==> config.mk <==
export PLATFORM = sky130hd
export DESIGN_NAME = ser_shift_master
export DESIGN_NICKNAME = d
export VERILOG_FILES = /design/src/rtl/ser_shift_master.sv
export SDC_FILE = /design/constraint.sdc
export NUM_CORES = 1
export LEC_CHECK = 0
export ABC_AREA = 1
export BUFFER_PORTS_ARGS = -buffer_cell sky130_fd_sc_hd__buf_2
export CORE_UTILIZATION = 57
export DETAILED_ROUTE_END_ITERATION = 6
export PLACE_DENSITY = 0.82
export SLEW_MARGIN = 20
export SYNTH_ARGS = -nofsm -noshare
export SYNTH_HDL_FRONTEND = slang
export SYNTH_SLANG_ARGS = --single-unit
export TNS_END_PERCENT = 1
==> constraint.sdc <==
create_clock -name cpu_clk -period 2.9 [get_ports cpu_clk]
set_clock_uncertainty 0.2 [all_clocks]
set_input_delay 0 -clock cpu_clk [delete_from_list [all_inputs] [get_ports cpu_clk]]
set_output_delay 0 -clock cpu_clk [all_outputs]
set_load 0.02 [all_outputs]
==> src/rtl/ser_shift_master.sv <==
`default_nettype none
// ============================================================================
//  Module   : ser_shift_master
//  Purpose  : Serial shifter for latch-enable and chip-select style serial
//             ports. One load strobe sends a frame of up to DATA_W bits,
//             MSB first, with programmable timing. Optional serial readback
//             is captured into rd_data.
//  Revision : 1.0  initial release
//
//  Build option:
//    SER_READBACK_EN  defined   -> readback shift register present
//                     undefined -> ser_din ignored, rd_data tied to 0
//
//  Ports:
//    cpu_clk        in   sole clock
//    rst            in   synchronous active-high reset
//    wr_stb         in   single-cycle load strobe
//    wr_data        in   frame payload, bits [n-1:0] are sent
//    wr_len         in   bit count n (0 or >DATA_W selects DATA_W)
//    le_pulse_mode  in   0 = chip-select framing, 1 = latch-pulse framing
//    ser_din        in   serial readback input
//    busy           out  frame in progress
//    done           out  one-cycle pulse at frame completion
//    err            out  sticky: load strobe seen while busy
//    ser_le         out  frame / latch strobe, active-high
//    ser_clk        out  serial clock, idle low
//    ser_dat        out  serial data, MSB first
//    rd_data        out  captured readback, right-justified
// ============================================================================
module ser_shift_master #(
    parameter int DATA_W  = 16,
    parameter int CLK_DIV = 4,
    parameter int LEN_W   = $clog2(DATA_W) + 1
) (
    input  logic              cpu_clk,
    input  logic              rst,
    input  logic              wr_stb,
    input  logic [DATA_W-1:0] wr_data,
    input  logic [LEN_W-1:0]  wr_len,
    input  logic              le_pulse_mode,
    input  logic              ser_din,
    output logic              busy,
    output logic              done,
    output logic              err,
    output logic              ser_le,
    output logic              ser_clk,
    output logic              ser_dat,
    output logic [DATA_W-1:0] rd_data
);

    localparam int IDX_W = (DATA_W > 1) ? $clog2(DATA_W) : 1;
    localparam int DIV_W = (CLK_DIV > 1) ? $clog2(CLK_DIV) : 1;

    typedef enum logic [2:0] {
        S_IDLE  = 3'd0,
        S_SETUP = 3'd1,
        S_LOW   = 3'd2,
        S_HIGH  = 3'd3,
        S_HOLD  = 3'd4
    } state_t;

    state_t            state, state_nxt;
    logic [DIV_W-1:0]  div, div_nxt;
    logic [IDX_W-1:0]  idx, idx_nxt;
    logic [DATA_W-1:0] data, data_nxt;
    logic              mode, mode_nxt;
    logic              err_nxt;
    logic              busy_nxt, done_nxt, le_nxt, clk_nxt, dat_nxt;
    logic [IDX_W-1:0]  first_idx;
    logic              div_last;

    assign div_last = (div == DIV_W'(CLK_DIV - 1));

    // Index of the first (most significant) bit to send.
    always_comb begin
        first_idx = IDX_W'(DATA_W - 1);
        if (wr_len != '0 && wr_len <= LEN_W'(DATA_W)) begin
            first_idx = IDX_W'(wr_len - 1'b1);
        end
    end

    // Next-state logic. The serial outputs are decoded from the NEXT state so
    // that every output is a plain register aligned with its state.
    always_comb begin
        state_nxt = state;
        div_nxt   = div;
        idx_nxt   = idx;
        data_nxt  = data;
        mode_nxt  = mode;
        err_nxt   = err;

        if (state != S_IDLE) begin
            div_nxt = div_last ? '0 : div + 1'b1;
        end

        case (state)
            S_IDLE: begin
                if (wr_stb) begin
                    state_nxt = S_SETUP;
                    div_nxt   = '0;
                    data_nxt  = wr_data;
                    idx_nxt   = first_idx;
                    mode_nxt  = le_pulse_mode;
                    err_nxt   = 1'b0;
                end
            end
            S_SETUP: if (div_last) state_nxt = S_LOW;
            S_LOW:   if (div_last) state_nxt = S_HIGH;
            S_HIGH: begin
                if (div_last) begin
                    if (idx != '0) begin
                        idx_nxt   = idx - 1'b1;
                        state_nxt = S_LOW;
                    end else begin
                        state_nxt = S_HOLD;
                    end
                end
            end
            S_HOLD:  if (div_last) state_nxt = S_IDLE;
            default: state_nxt = S_IDLE;
        endcase

        // A strobe during a frame is dropped; only the sticky flag records it.
        if (wr_stb && state != S_IDLE) begin
            err_nxt = 1'b1;
        end

        busy_nxt = (state_nxt != S_IDLE);
        clk_nxt  = (state_nxt == S_HIGH);
        le_nxt   = (state_nxt == S_HOLD) || (busy_nxt && !mode_nxt);
        dat_nxt  = 1'b0;
        if (state_nxt == S_SETUP || state_nxt == S_LOW || state_nxt == S_HIGH) begin
            dat_nxt = data_nxt[idx_nxt];
        end
        done_nxt = (state == S_HOLD) && (state_nxt == S_IDLE);
    end

    always_ff @(posedge cpu_clk) begin
        if (rst) begin
            state   <= S_IDLE;
            div     <= '0;
            idx     <= '0;
            data    <= '0;
            mode    <= 1'b0;
            err     <= 1'b0;
            busy    <= 1'b0;
            done    <= 1'b0;
            ser_le  <= 1'b0;
            ser_clk <= 1'b0;
            ser_dat <= 1'b0;
        end else begin
            state   <= state_nxt;
            div     <= div_nxt;
            idx     <= idx_nxt;
            data    <= data_nxt;
            mode    <= mode_nxt;
            err     <= err_nxt;
            busy    <= busy_nxt;
            done    <= done_nxt;
            ser_le  <= le_nxt;
            ser_clk <= clk_nxt;
            ser_dat <= dat_nxt;
        end
    end

`ifdef SER_READBACK_EN
    logic [DATA_W-1:0] cap;
    logic [DATA_W-1:0] rd_q;

    // Capture register is cleared at frame accept, so after n samples the
    // bits above n-1 are already zero and the result is right-justified.
    always_ff @(posedge cpu_clk) begin
        if (rst) begin
            cap  <= '0;
            rd_q <= '0;
        end else begin
            if (state == S_IDLE && wr_stb) begin
                cap <= '0;
            end else if (state == S_HIGH && div_last) begin
                cap <= (cap << 1) | DATA_W'(ser_din);
            end
            if (done_nxt) begin
                rd_q <= cap;
            end
        end
    end

    assign rd_data = rd_q;
`else
    logic unused_din;
    assign unused_din = ser_din;
    assign rd_data    = '0;
`endif

endmodule
`default_nettype wire
# [Word-level counts from Yosys, hierarchy flattened]
# Index checks and enable logic that the tools add are counted.
[word_totals] wordCells=69 in_bits=26 output_inout_bits=22 ff_bits=32
[classes] n_mux=25 order_cmp=2 n_reduce_logical=18 n_eq_ne=9 bitwise=1 n_addsub=3
[ops] cell="16-bit 2-to-1 mux" n=2
[ops] cell="3-bit 2-to-1 mux" n=6
[ops] cell="4-bit 2-to-1 mux" n=4
[ops] cell="3-bit case mux with 5 select lines" n=1
[ops] cell="3-bit by 2-bit equality test with 1-bit output, second input constant" n=4
[ops] cell="2-bit 2-to-1 mux" n=4
[ops] cell="4-bit case mux with 2 select lines" n=1
[ops] cell="4-bit by 1-bit subtractor with 4-bit output, second input constant" n=2
[ops] cell="3-bit by 1-bit equality test with 1-bit output, second input constant" n=2
[ops] cell="3-bit equality test, second input constant" n=2
[ops] cell="3-bit logical NOT" n=2
[ops] cell="1-bit 2-to-1 mux" n=6
[ops] cell="3-bit nonzero test" n=2
[ops] cell="5-bit <= comparator, second input constant" n=1
[ops] cell="4-bit by 5-bit < comparator with 1-bit output, second input constant" n=1
[ops] cell="5-bit nonzero test" n=1
[ops] cell="1-bit binary-select mux with 4-bit select" n=1
[ops] cell="1-bit logical AND" n=4
[ops] cell="2-bit nonzero test" n=2
[ops] cell="4-bit nonzero test" n=1
[ops] cell="1-bit logical OR" n=3
[ops] cell="2-bit by 1-bit adder with 2-bit output, second input constant" n=1
[ops] cell="2-bit equality test, second input constant" n=1
[ops] cell="2-bit AND reduction" n=1
[ops] cell="3 further kinds" n=3

# [Longest topological paths before layout]
[logic_depth] word_depth=9 mapped_depth=14 depth_no_buf=14

# [Least setup slack after synthesis]
# Ideal clock, no wire load.
[synth_path] path_type="reg2reg" start="register idx[0]" end="register ser_dat" slack_ns=1.100 t_required_ns=2.634 setup_ns=0.066 arrival_ns=1.534 stages_incl_launch_ff=13 cell_sequence="dfxtp_1 inv_1 ha_1 nand2_1 a21oi_1 nor2_2 nor2_4 nand2_1 nand2_4 nand2_1 nand3_1 nand3_2 a21oi_2"
[synth_via] elab_chain_len=9 elab_cells_between_ends=18 classes_between="add/sub (1); eq/ne (3); mux (9); bitwise (1); reduce/logical (4)"
[synth_rtl] item="start, declared" line_no="64" text="logic [IDX_W-1:0] idx, idx_nxt;"
[synth_rtl] item="start signal, assigned" line_no="154" text="idx <= idx_nxt;"
[synth_rtl] item="parallel branches: the longest is 9 deep, another holds 4-bit by 1-bit subtractor with 4-bit output"
[synth_rtl] item="end signal, assigned" line_no="162" text="ser_dat <= dat_nxt;"
[synth_rtl] item="end, declared" line_no="47" text="output logic ser_dat,"
# Parallel ways; which one is timed is not known. The select of a mux whose other input is x is not followed.
# A chain may end at the register's enable or synchronous reset.

# [Final worst setup path]
[layout_path] start="register state[0]" end="register mode"
[layout_via] elab_chain_len=2
[layout_rtl] item="start, declared" line_no="62" text="state_t state, state_nxt;"
[layout_rtl] item="start signal, assigned" line_no="152" text="state <= state_nxt;"
[layout_rtl] item="3-bit logical NOT" line_no="96" text="case (state)"
[layout_rtl] item="1-bit 2-to-1 mux" line_no="96"
[layout_rtl] item="end signal, assigned" line_no="156" text="mode <= mode_nxt;"
[layout_rtl] item="end, declared" line_no="66" text="logic mode, mode_nxt;"
# Every way passes these cells.

==> impl_metrics.tcl <==
set metrics [dict create \
    peakVddDrop_v 0.000429 \
    start_util 0.620 \
    synth_cells 291 \
    cp_slowest_stage_delay_ns 0.57 \
    fin_nets 386 \
    die_area_um2 3700 \
    power_frac_clock 0.252 \
    layout-drive-gt1-share 0.174 \
    ios 48 \
    final_hold_viol_count 0 \
    synthArstFlopShare 0 \
    register_area_um2 641 \
    synth.top_cell.area_share 0.325 \
    holdCritStartpoint "wr_len[3]" \
    overflow 0 \
    avgSynthCellArea_um2 6.78 \
    max_cap_violations 0 \
    setup_tns_ns 0 \
    netlist_area_um2 1970 \
    clock_latency_ns 0.34 \
    arrival_ns 2.30 \
    wl_per_cell_um 11.1 \
    grt.total_usage 0.267 \
    min_period_over_period 0.784 \
    io_buffers 30 \
    hold_depth 7 \
    powerDensity_nw_per_um2 426 \
    startpoint_type "flip-flop" \
    syn_to_final_growth_pct 26.4 \
    die_w_um 60.8 \
    regToRegSetupSlack_ns 0.63 \
    crit_chain "nor2_2, nand2_4, nor2_2, mux2i_1, nor2_1, dlygate4sd3_1" \
    htree_levels 2 \
    ys_types 37 \
    drc 0 \
    p_sw_uw 347 \
    crit_path_frequent_cell "nor2_2" \
    diodes 0 \
    power.internal_uw 716 \
    path_class "reg -> reg" \
    rsz0062_at_grt "false" \
    synth.largest_area_cell "dfxtp_1" \
    synth_area_leaders "dfxtp_1 (32%), nand2_1 (16%), inv_1 (6.9%)" \
    grt_pass1_wl_um 7130 \
    tightest_slew_ns 0.521 \
    cp_max_fo 10 \
    cts-root-buf "clkbuf_4" \
    crit_required_ns 2.92 \
    drv_slew 0 \
    vias_per_cell 4.78 \
    ys_seq_area_frac 0.325 \
    postRouteAntennaNets 0 \
    slew_headroom 0.652 \
    grt_pass1_vias 1693 \
    grt_max_degree 30 \
    drtPass1Iterations 4 \
    fillCellCount 241 \
    seqPwrFrac 0.453 \
    status "completed" \
    die_h_um 60.8 \
    max_clock_freq_ghz 0.440 \
    synth_ff_type "dfxtp_1" \
    drt-initial-drc-count 61 \
    gp_congestion 0.856 \
    hold_end "idx[3]" \
    end_kind "flip-flop" \
    r2r-start "state[0]" \
    via_count 1915 \
    combPwrFrac 0.294 \
    post_cts_buffers 0 \
    ys_seq_elements 32 \
    period_minus_slack_ns 2.27 \
    wl_um 4450 \
    finalPower_mw 1.06 \
    hpwl_um 2760 \
    multi_input_area_um2 1070 \
    cts_inserted_buffers 5 \
    r2r-end "mode" \
    reg2reg_depth 6 \
    p_leak_nw 1.30 \
    cts_tree "yes" \
    slowest_stage "dlygate4sd3_1" \
    cts_buffer_depth 2 \
    swShare 0.326 \
    rows 20 \
    cts_sinks 32 \
    holdCritPathClass "in -> reg" \
    setup_violations 0 \
    path_clk_slew_ns 0.09 \
    core_um2 3180 \
    synth_edf_count 0 \
    ys_warn_count 0 \
    antenna_found_initial 0 \
]
## synth_stat cells (2+ instances only)
| cell type | n |
|---|---|
| nand2_1 | 83 |
| inv_1 | 36 |
| dfxtp_1 | 32 |
| nor2_1 | 30 |
| buf_4 | 17 |
| a21oi_1 | 13 |
| nand3_1 | 12 |
| o21a_1 | 8 |
| ha_1 | 4 |
| inv_2 | 4 |
| nand2_4 | 4 |
| nand4_1 | 4 |
| nor2_2 | 4 |
| nand2_2 | 3 |
| nor2_4 | 3 |
| nor3_1 | 3 |
| o21ai_0 | 3 |
| a21oi_2 | 2 |
| buf_2 | 2 |
| clkbuf_1 | 2 |
| nand3_2 | 2 |
| o211ai_1 | 2 |
| o21ai_1 | 2 |
| xnor2_1 | 2 |
| xor2_1 | 2 |
## routing by layer
metal	GRT usage	part of all wire
met1	0.308	0.42
met3	0.0640	0.045
met4	0.0974	0.022
met5	0	0
met2	0.479	0.51
## worst max path at each step
stage | from | end | slack [ns] | cells after the start
5_1_grt | state[0] | mode | 0.54 | 6
4_1_cts | state[0] | mode | 0.64 | 6
3_3_place_gp | div[0] | ser_dat | 0.90 | 10
2_1_floorplan | idx[0] | ser_dat | 1.10 | 12
3_5_place_dp | div[0] | ser_dat | 0.90 | 10
6_report | state[0] | mode | 0.63 | 6
## layout by cell type (no fill, tap or decap), types with 2 or more instances in the layout
master / count
nand2_1: 83
inv_1: 36
dlygate4sd3_1: 36
dfxtp_1: 32
nor2_1: 30
buf_2: 30
conb_1: 16
a21oi_1: 13
nand3_1: 12
o21a_1: 8
clkbuf_4: 5
nor2_2: 4
inv_2: 4
nand2_4: 4
nand4_1: 4
ha_1: 4
nand2_2: 3
nor2_4: 3
o21ai_0: 3
nor3_1: 3
o21ai_1: 2
xnor2_1: 2
xor2_1: 2
o211ai_1: 2
nand3_2: 2
a21oi_2: 2
clkbuf_1: 2
## per-stage QoR
| stage | instance area [um2] | cells | setup WS (ns) | hold slack (ns) | utilization |
|---|---|---|---|---|---|
| 6_report | 2490 | 401 | 0.628 | 0.0615 | 0.784 |
| 3_5_place_dp | 2070 | 357 | 0.900 | 0.0821 | 0.652 |
| 2_1_floorplan | 2030 | 306 | 1.10 | -0.0356 | - |
| 3_3_place_gp | 2070 | 357 | 0.902 | 0.0713 | 0.652 |
| 5_1_grt | 2490 | 401 | 0.544 | 0.116 | 0.784 |
| 4_1_cts | 2490 | 401 | 0.642 | 0.0426 | 0.784 |
## logic make-up after synthesis
kind of cell             share of synthesized area
XOR/XNOR                                    0.0178
adder cells (fa/ha/maj)                     0.0254
flip-flops                                   0.325
AND/OR/NAND/NOR                              0.360
multiplexers                               0.00508
AO/OA/AOI/OAI                                0.105
other                                      0.00190
buffers and inverters                        0.161
## power by group through the flow
stage	sequential, mW	clock, mW	combinational [mW]
3_5_place_dp	0.492	0	0.259
2_1_floorplan	0.495	0	0.219
6_report	0.482	0.268	0.313
3_3_place_gp	0.491	0	0.254
4_1_cts	0.481	0.271	0.303
5_1_grt	0.486	0.287	0.350
## area by class of cell
class                           instances  area share
Tap cell                               44      0.0221
Multi-Input combinational cell        210       0.430
Inverter                               41      0.0628
Timing Repair Buffer                   66       0.205
Clock buffer                            8      0.0236
Sequential cell                        32       0.257
## registers in the layout, summed over array words and instances, names as in the netlist, 2 cells and up
name	count
data	16
div	2
idx	4
state	3
## critical path: cells and delay by family (launching register included)
| family | cells | cell delay [ns] |
|---|---|---|
| and+or+nand+nor | 4 | 0.72 |
| buffers and inverters | 1 | 0.57 |
| DFF | 1 | 0.37 |
| muxes | 1 | 0.29 |
## timing repair
item | in CTS | in global routing
hold endpoints to repair | 28 | 0
hold buffers | 36 | 0
gates resized for setup | 0 | 0
Note: power is estimated with default switching activity, not from simulation.
